--- config.mk ---
export PLATFORM = sky130hd
export DESIGN_NAME = store_write_buffer
export DESIGN_NICKNAME = d
export VERILOG_FILES = /design/src/rtl/store_write_buffer.sv
export SDC_FILE = /design/constraint.sdc
export NUM_CORES = 1
export LEC_CHECK = 0
export CORE_UTILIZATION = 50
export CTS_CLUSTER_SIZE = 12
export DETAILED_ROUTE_END_ITERATION = 10
export HOLD_SLACK_MARGIN = 0.08
export PLACE_DENSITY = 0.82
export SYNTH_ARGS = -nofsm -noshare
export SYNTH_HDL_FRONTEND = slang
export SYNTH_SLANG_ARGS = --single-unit
export TNS_END_PERCENT = 10
--- constraint.sdc ---
create_clock -name clk -period 2.54 [get_ports clk]
set_input_delay 0.381 -clock clk [delete_from_list [all_inputs] [get_ports clk]]
set_output_delay 0.381 -clock clk [all_outputs]
set_load 0.1 [all_outputs]
--- src/rtl/store_write_buffer.sv ---
// rtl/store_write_buffer.sv - aligning store buffer that drains stores in order over a req/ack port
module store_write_buffer #(
  parameter int DEPTH = 4,
  parameter int AW    = 32
) (
  input  logic                   clk,
  input  logic                   rst,
  input  logic                   st_valid,
  output logic                   st_ready,
  input  logic [AW-1:0]          st_addr,
  input  logic [31:0]            st_data,
  input  logic [1:0]             st_size,
  output logic                   misalign,
  output logic                   mem_req,
  input  logic                   mem_ack,
  output logic [AW-1:0]          mem_addr,
  output logic [31:0]            mem_wdata,
  output logic [3:0]             mem_be,
  output logic                   empty,
  output logic [$clog2(DEPTH):0] count
);

  localparam int PW = $clog2(DEPTH);
  localparam int CW = PW + 1;

  localparam logic [CW-1:0] FULL_COUNT = CW'(DEPTH);

  localparam logic [1:0] SZ_BYTE = 2'b00;
  localparam logic [1:0] SZ_HALF = 2'b01;
  localparam logic [1:0] SZ_WORD = 2'b10;

  // Entry storage: already aligned, so the drain side is a plain read of the head.
  logic [AW-1:0] r_addr_q  [DEPTH];
  logic [31:0]   r_wdata_q [DEPTH];
  logic [3:0]    r_be_q    [DEPTH];

  logic [PW-1:0] r_wr_ptr;
  logic [PW-1:0] r_rd_ptr;
  logic [CW-1:0] r_count;
  logic          r_misalign;

  logic          w_legal;
  logic [3:0]    w_be;
  logic [31:0]   w_wdata;
  logic [AW-1:0] w_word_addr;
  logic          w_accept;
  logic          w_push;
  logic          w_reject;
  logic          w_pop;
  logic          w_not_full;
  logic          w_has_head;

  // Occupancy flags come from registered state only, so st_ready never depends on mem_ack.
  assign w_not_full = (r_count < FULL_COUNT);
  assign w_has_head = (r_count != '0);

  // Natural alignment check: halves on even addresses, words on multiples of four.
  always_comb begin
    w_legal = 1'b0;
    case (st_size)
      SZ_BYTE: w_legal = 1'b1;
      SZ_HALF: w_legal = ~st_addr[0];
      SZ_WORD: w_legal = (st_addr[1:0] == 2'b00);
      default: w_legal = 1'b0;
    endcase
  end

  // Lane steering: replicate the data across lanes and let the byte enables pick the bytes.
  always_comb begin
    w_be    = 4'b0000;
    w_wdata = st_data;
    case (st_size)
      SZ_BYTE: begin
        w_be    = 4'b0001 << st_addr[1:0];
        w_wdata = {4{st_data[7:0]}};
      end
      SZ_HALF: begin
        w_be    = st_addr[1] ? 4'b1100 : 4'b0011;
        w_wdata = {2{st_data[15:0]}};
      end
      SZ_WORD: begin
        w_be    = 4'b1111;
        w_wdata = st_data;
      end
      default: begin
        w_be    = 4'b0000;
        w_wdata = st_data;
      end
    endcase
  end

  assign w_word_addr = {st_addr[AW-1:2], 2'b00};

  // A request is only looked at when the buffer has room; illegal ones are dropped.
  assign w_accept = st_valid && w_not_full;
  assign w_push   = w_accept && w_legal;
  assign w_reject = w_accept && !w_legal;
  assign w_pop    = w_has_head && mem_ack;

  // Write the aligned entry into the tail slot; contents need no reset since count gates them.
  always_ff @(posedge clk) begin
    if (w_push) begin
      r_addr_q[r_wr_ptr]  <= w_word_addr;
      r_wdata_q[r_wr_ptr] <= w_wdata;
      r_be_q[r_wr_ptr]    <= w_be;
    end
  end

  // Tail pointer advances on every push and wraps naturally at DEPTH.
  always_ff @(posedge clk or posedge rst) begin
    if (rst) begin
      r_wr_ptr <= '0;
    end else if (w_push) begin
      r_wr_ptr <= r_wr_ptr + 1'b1;
    end
  end

  // Head pointer advances when memory takes the head entry.
  always_ff @(posedge clk or posedge rst) begin
    if (rst) begin
      r_rd_ptr <= '0;
    end else if (w_pop) begin
      r_rd_ptr <= r_rd_ptr + 1'b1;
    end
  end

  // Occupancy: simultaneous push and pop cancel out; push is already blocked when full.
  always_ff @(posedge clk or posedge rst) begin
    if (rst) begin
      r_count <= '0;
    end else begin
      case ({w_push, w_pop})
        2'b10:   r_count <= r_count + 1'b1;
        2'b01:   r_count <= r_count - 1'b1;
        default: r_count <= r_count;
      endcase
    end
  end

  // One-cycle rejection flag for the cycle after an illegal request was seen.
  always_ff @(posedge clk or posedge rst) begin
    if (rst) begin
      r_misalign <= 1'b0;
    end else begin
      r_misalign <= w_reject;
    end
  end

  assign st_ready = w_not_full;
  assign misalign = r_misalign;
  assign mem_req  = w_has_head;
  assign empty    = ~w_has_head;
  assign count    = r_count;

  // Head fields are forced to zero when nothing is held so a stray write has no byte enables.
  assign mem_addr  = w_has_head ? r_addr_q[r_rd_ptr]  : '0;
  assign mem_wdata = w_has_head ? r_wdata_q[r_rd_ptr] : '0;
  assign mem_be    = w_has_head ? r_be_q[r_rd_ptr]    : '0;

endmodule

* Word-level counts from Yosys, hierarchy flattened
Memories as Yosys holds them, arrays and structs flattened.
Index checks and enable logic that the tools add are counted.
** Word-level totals
- Output and inout bits :: 75
- Register bits :: 8
- Memories :: 3
- RAM bits :: 264
** Memory list
- r_wdata_q :: words 4, bits a word 32, rd ports 1, clocked after memory_dff 0, write ports 1, RTL line 34 : logic [31:0] r_wdata_q [DEPTH];
- r_addr_q :: words 4, bits a word 30, rd ports 1, clocked after memory_dff 0, write ports 1, RTL line 33 : logic [AW-1:0] r_addr_q [DEPTH];
- r_be_q :: words 4, bits a word 4, rd ports 1, clocked after memory_dff 0, write ports 1, RTL line 35 : logic [3:0] r_be_q [DEPTH];
** Cells by class
- Bitwise operators :: 2
- Eq/ne operators :: 4
- Reduce and logical (&&, ||, !) cells :: 9
- Add/sub/neg operators :: 4
- $lt $le $gt $ge :: 1
- Muxes and demuxes :: 10
- Shift-type cells :: 1
** Operators with widths (number)
- $mux W32 :: 2
- $pmux W32 S2 :: 1
- $pmux W4 S3 :: 1
- $mux W4 :: 2
- $pmux W3 S2 :: 1
- $add A2 B1 Y2 const B :: 2
- $eq A2 B1 Y1 const B :: 2
- $eq A2 B2 Y1 const B :: 2
- $logic_and A1 B1 Y1 :: 4
- $logic_not A2 Y1 :: 2
- $shl A1 B2 Y4 const A :: 1
- $add A3 B1 Y3 const B :: 1
- $lt A3 B3 Y1 const B :: 1
- $pmux W1 S3 :: 1
- $reduce_bool A3 Y1 :: 1
- $sub A3 B1 Y3 const B :: 1
- $mux W1 :: 2
- $not A1 Y1 :: 2
- $reduce_bool A2 Y1 :: 1
- $logic_not A1 Y1 :: 1

* Logic depth before layout (Yosys ltp)
- Depth after elaboration :: 5
- Gate-level depth with buffers :: 10
- Gate-level depth less buffers :: 9

* Worst setup path after synthesis
Ideal clock, no wire load.
- Path type :: register -> output
- Start point :: reg r_count[0] (netlist: count[0])
- End point :: out mem_be[0]
- Cell stages (with the launch flop) :: 5
- Data arrival time :: 3.214 ns
- Path slack :: -1.055 ns
- Path through :: dfrtp_1 or3_1 clkbuf_1 clkbuf_1 and2_1
** Between the ends
- Longest elaborated chain between the ends :: 2
** Ends and longest elaborated chain
- from (decl) :: RTL line 39 : logic [CW-1:0] r_count;
- from (signal assigned) :: RTL line 133 : 2'b10: r_count <= r_count + 1'b1;
- from (signal assigned) :: RTL line 134 : 2'b01: r_count <= r_count - 1'b1;
- from (signal assigned) :: RTL line 135 : default: r_count <= r_count;
- $reduce_bool A3 Y1 :: RTL line 55 : assign w_has_head = (r_count != '0);
- named net mem_req :: RTL line 14 : output logic mem_req,
- $mux W4 :: RTL line 158 : assign mem_be = w_has_head ? r_be_q[r_rd_ptr] : '0;
- to (decl) :: RTL line 18 : output logic [3:0] mem_be,
The timed path passes the listed nets, and every way through them passes these cells.

* Worst setup path in the final report
- Start point :: reg r_rd_ptr[0]
- End point :: out mem_wdata[31]
** Between the ends
- Longest elaborated chain between the ends :: 2
** Ends and longest elaborated chain
- from (decl) :: RTL line 38 : logic [PW-1:0] r_rd_ptr;
- from (signal assigned) :: RTL line 123 : r_rd_ptr <= r_rd_ptr + 1'b1;
- $mem_v2 Z4 W32
- $mux W32 :: RTL line 157 : assign mem_wdata = w_has_head ? r_wdata_q[r_rd_ptr] : '0;
- to (decl) :: RTL line 17 : output logic [31:0] mem_wdata,
No other way between the ends.

==> flow_metrics.tcl <==
set metrics [dict create \
    worst_setup_path_start_kind "flop" \
    cp.arrival_ps 2190 \
    setup_slack_ps -29.9 \
    synthTopCellsByCount "edfxtp_1 (264), and2_1 (71), mux4_2 (66)" \
    hold_path_class "in -> async" \
    n_fill_cell 1210 \
    min_period_ps 2570 \
    syn_inst 523 \
    rsz0062_at_grt "yes" \
    grt_first_pass_wirelength_mm 36.1 \
    setup_viol 26 \
    grt_overflow 0 \
    yosysSeqAreaShare_pct 74.5 \
    worst_r2r_endpoint "count[1]" \
    die_height_um 150 \
    yosysUniqueCellTypes 30 \
    syn_area_per_cell_um2 20.8 \
    worstSkewPairLatency_ps 520 \
    critPathLaunch "r_rd_ptr[0]" \
    slew-limit-headroom_pct 47.8 \
    place_inst 936 \
    io_pins 145 \
    drc 0 \
    io_buffers 142 \
    crit_path_max_incr_delay_ps 550 \
    area_growth_pct 35.9 \
    reg2reg_depth 6 \
    fmax_mhz 389 \
    clk_pin_slew_worst_paths_ps 60 \
    layoutNonFillerInstCount 1001 \
    synth_top_area_share_pct 72.7 \
    via_per_inst 5.70 \
    reg2reg_from "count[0]" \
    end_kind "output pin" \
    cp.required_ps 2160 \
    gp_congestion 0.739 \
    vias 5707 \
    synth-edff-count 264 \
    synth-main-ff-cell "edfxtp_1" \
    dp_hpwl_mm 14.8 \
    fin_skew_ps 5.53 \
    drv_slew 0 \
    cts_tree "built" \
    die_area_mm2 0.0224 \
    drt_wl_total_mm 24.6 \
    antenna_found_initial 0 \
    crit_type "reg -> out" \
    ant_nets 0 \
    cts_hold_buf 0 \
    synth_area_leader_cell "edfxtp_1" \
    cp_max_fo 5 \
    root_buffer "clkbuf_16" \
    period_share_pct 101 \
    core_mm2 0.0212 \
    tightest_slew_ps 774 \
    fin_tns_setup_ps -293 \
    critPathCapture "mem_wdata[31]" \
    rows 53 \
    drt_iter0_markers 439 \
    clockBufferDepth 3 \
    grt_usage_pct 22.2 \
    async_flop_share_pct 2.94 \
    yosys-top-cells-area "edfxtp_1 (73%), mux4_2 (14%), and2_1 (4.1%)" \
    grt_max_degree 37 \
    start_util_pct 51.4 \
    ff2ff_setup_slack_ps 380 \
    drive_above_1_share_pct 41.8 \
    die_w_um 150 \
    yosysMostFrequentCell "edfxtp_1" \
    synth_seq_cells 272 \
    cpMostUsedCell "buf_12" \
    clock-sinks 272 \
    synth.yosys.warnings 0 \
    synth_area_mm2 0.0109 \
    first_global_vias 6084 \
    path_cells "buf_12, buf_12, mux4_2, and2_4, buf_12" \
    hold_slack_ps 138 \
    routedWlPerCell_um 24.6 \
    cts_buffers 27 \
    cap_violations 0 \
    status "complete, but fails checks" \
    violations "setup timing" \
    cts.htree.levels 1 \
    cpMaxStageDelayCell "mux4_2" \
    drtPass1Iterations 4 \
    final_hold_viol_count 0 \
    nNetsFinal 781 \
]
## sequential cells by signal, summed over array words and instances, names as in the netlist
register   count
r_wdata_q    128
r_addr_q     120
r_be_q        16
count          3
r_rd_ptr       2
r_wr_ptr       2
misalign       1
## worst min path at each step
stage,slack (ps),to,cells after the start,startpoint
2_1_floorplan,200,misalign,1,rst
4_1_cts,130,r_rd_ptr[0],2,rst
6_report,140,count[0],2,rst
3_5_place_dp,510,count[0],1,count[0]
5_1_grt,170,count[2],2,rst
3_3_place_gp,490,count[0],1,count[0]
## per-stage QoR
step,instance area [um^2],utilization (%),setup slack [ps]
2_1_floorplan,10900,-,98.2
3_3_place_gp,13600,64.0,36.8
3_5_place_dp,13600,64.0,-51.7
4_1_cts,14600,68.9,-62.0
5_1_grt,14800,69.8,-78.9
6_report,14800,69.8,-29.9
## placed cells by master, fill, tap and decap left out, types with 5 or more instances in the layout
cell             Yosys  layout
inv_1               10       9
o21ai_0             10      10
buf_12               3      85
clkdlybuf4s50_1      0      69
mux2i_1             11      11
buf_4                5      17
nand2_1              8       8
ha_1                 5       5
mux4_2              66      66
edfxtp_1           264     264
and2_4               0      66
clkbuf_1            11      18
mux2_2              16      16
clkbuf_16            0      33
## worst max-delay path: cells and delay by family (launching register included)
family	cells	cell delay (ps)
flip-flops	1	460
buffers and inverters	3	450
multiplexers	1	550
AND/OR/NAND/NOR	1	190
## metal layers
layer / global-route usage [%] / vias to the layer above / share of wire (%)
met2: 36.8 / 321 / 51
met5: 0 / - / 0
met1: 30.5 / 2903 / 39
met4: 7.02 / 0 / 2.1
met3: 3.48 / 38 / 8.0
li1: - / 2445 / -
## what timing repair did
action | in CTS | in global routing
gates cloned | 2 | 6
setup endpoints to repair | 65 | 65
setup buffers | 6 | 2
gates resized for setup | 48 | 22
## cells by family after synthesis
logic type,after synthesis,share of synthesized area (%)
AO/OA/AOI/OAI,16,0.792
XOR/XNOR,6,0.482
adder cells (fa/ha/maj),6,0.757
buffers and inverters,41,2.19
flip-flops,272,74.5
multiplexers,94,16.4
other,1,0.0344
AND/OR/NAND/NOR,87,4.80
## layout make-up
| class | instances | area [um^2] | area share, % |
|---|---|---|---|
| flip-flops and latches | 272 | 8140 | 54.9 |
| diodes | 1 | 2.50 | 0.0169 |
| clock buffers | 47 | 771 | 5.20 |
| clock inverters | 2 | 38.8 | 0.262 |
| well taps | 275 | 344 | 2.32 |
| inverters | 10 | 41.3 | 0.279 |
| repair buffers | 183 | 2770 | 18.7 |
| multi-input cells | 211 | 2710 | 18.3 |
Power is left out: the tool's default activity adds up to more than one toggle a clock period on the data nets, which glitch-free logic cannot reach.
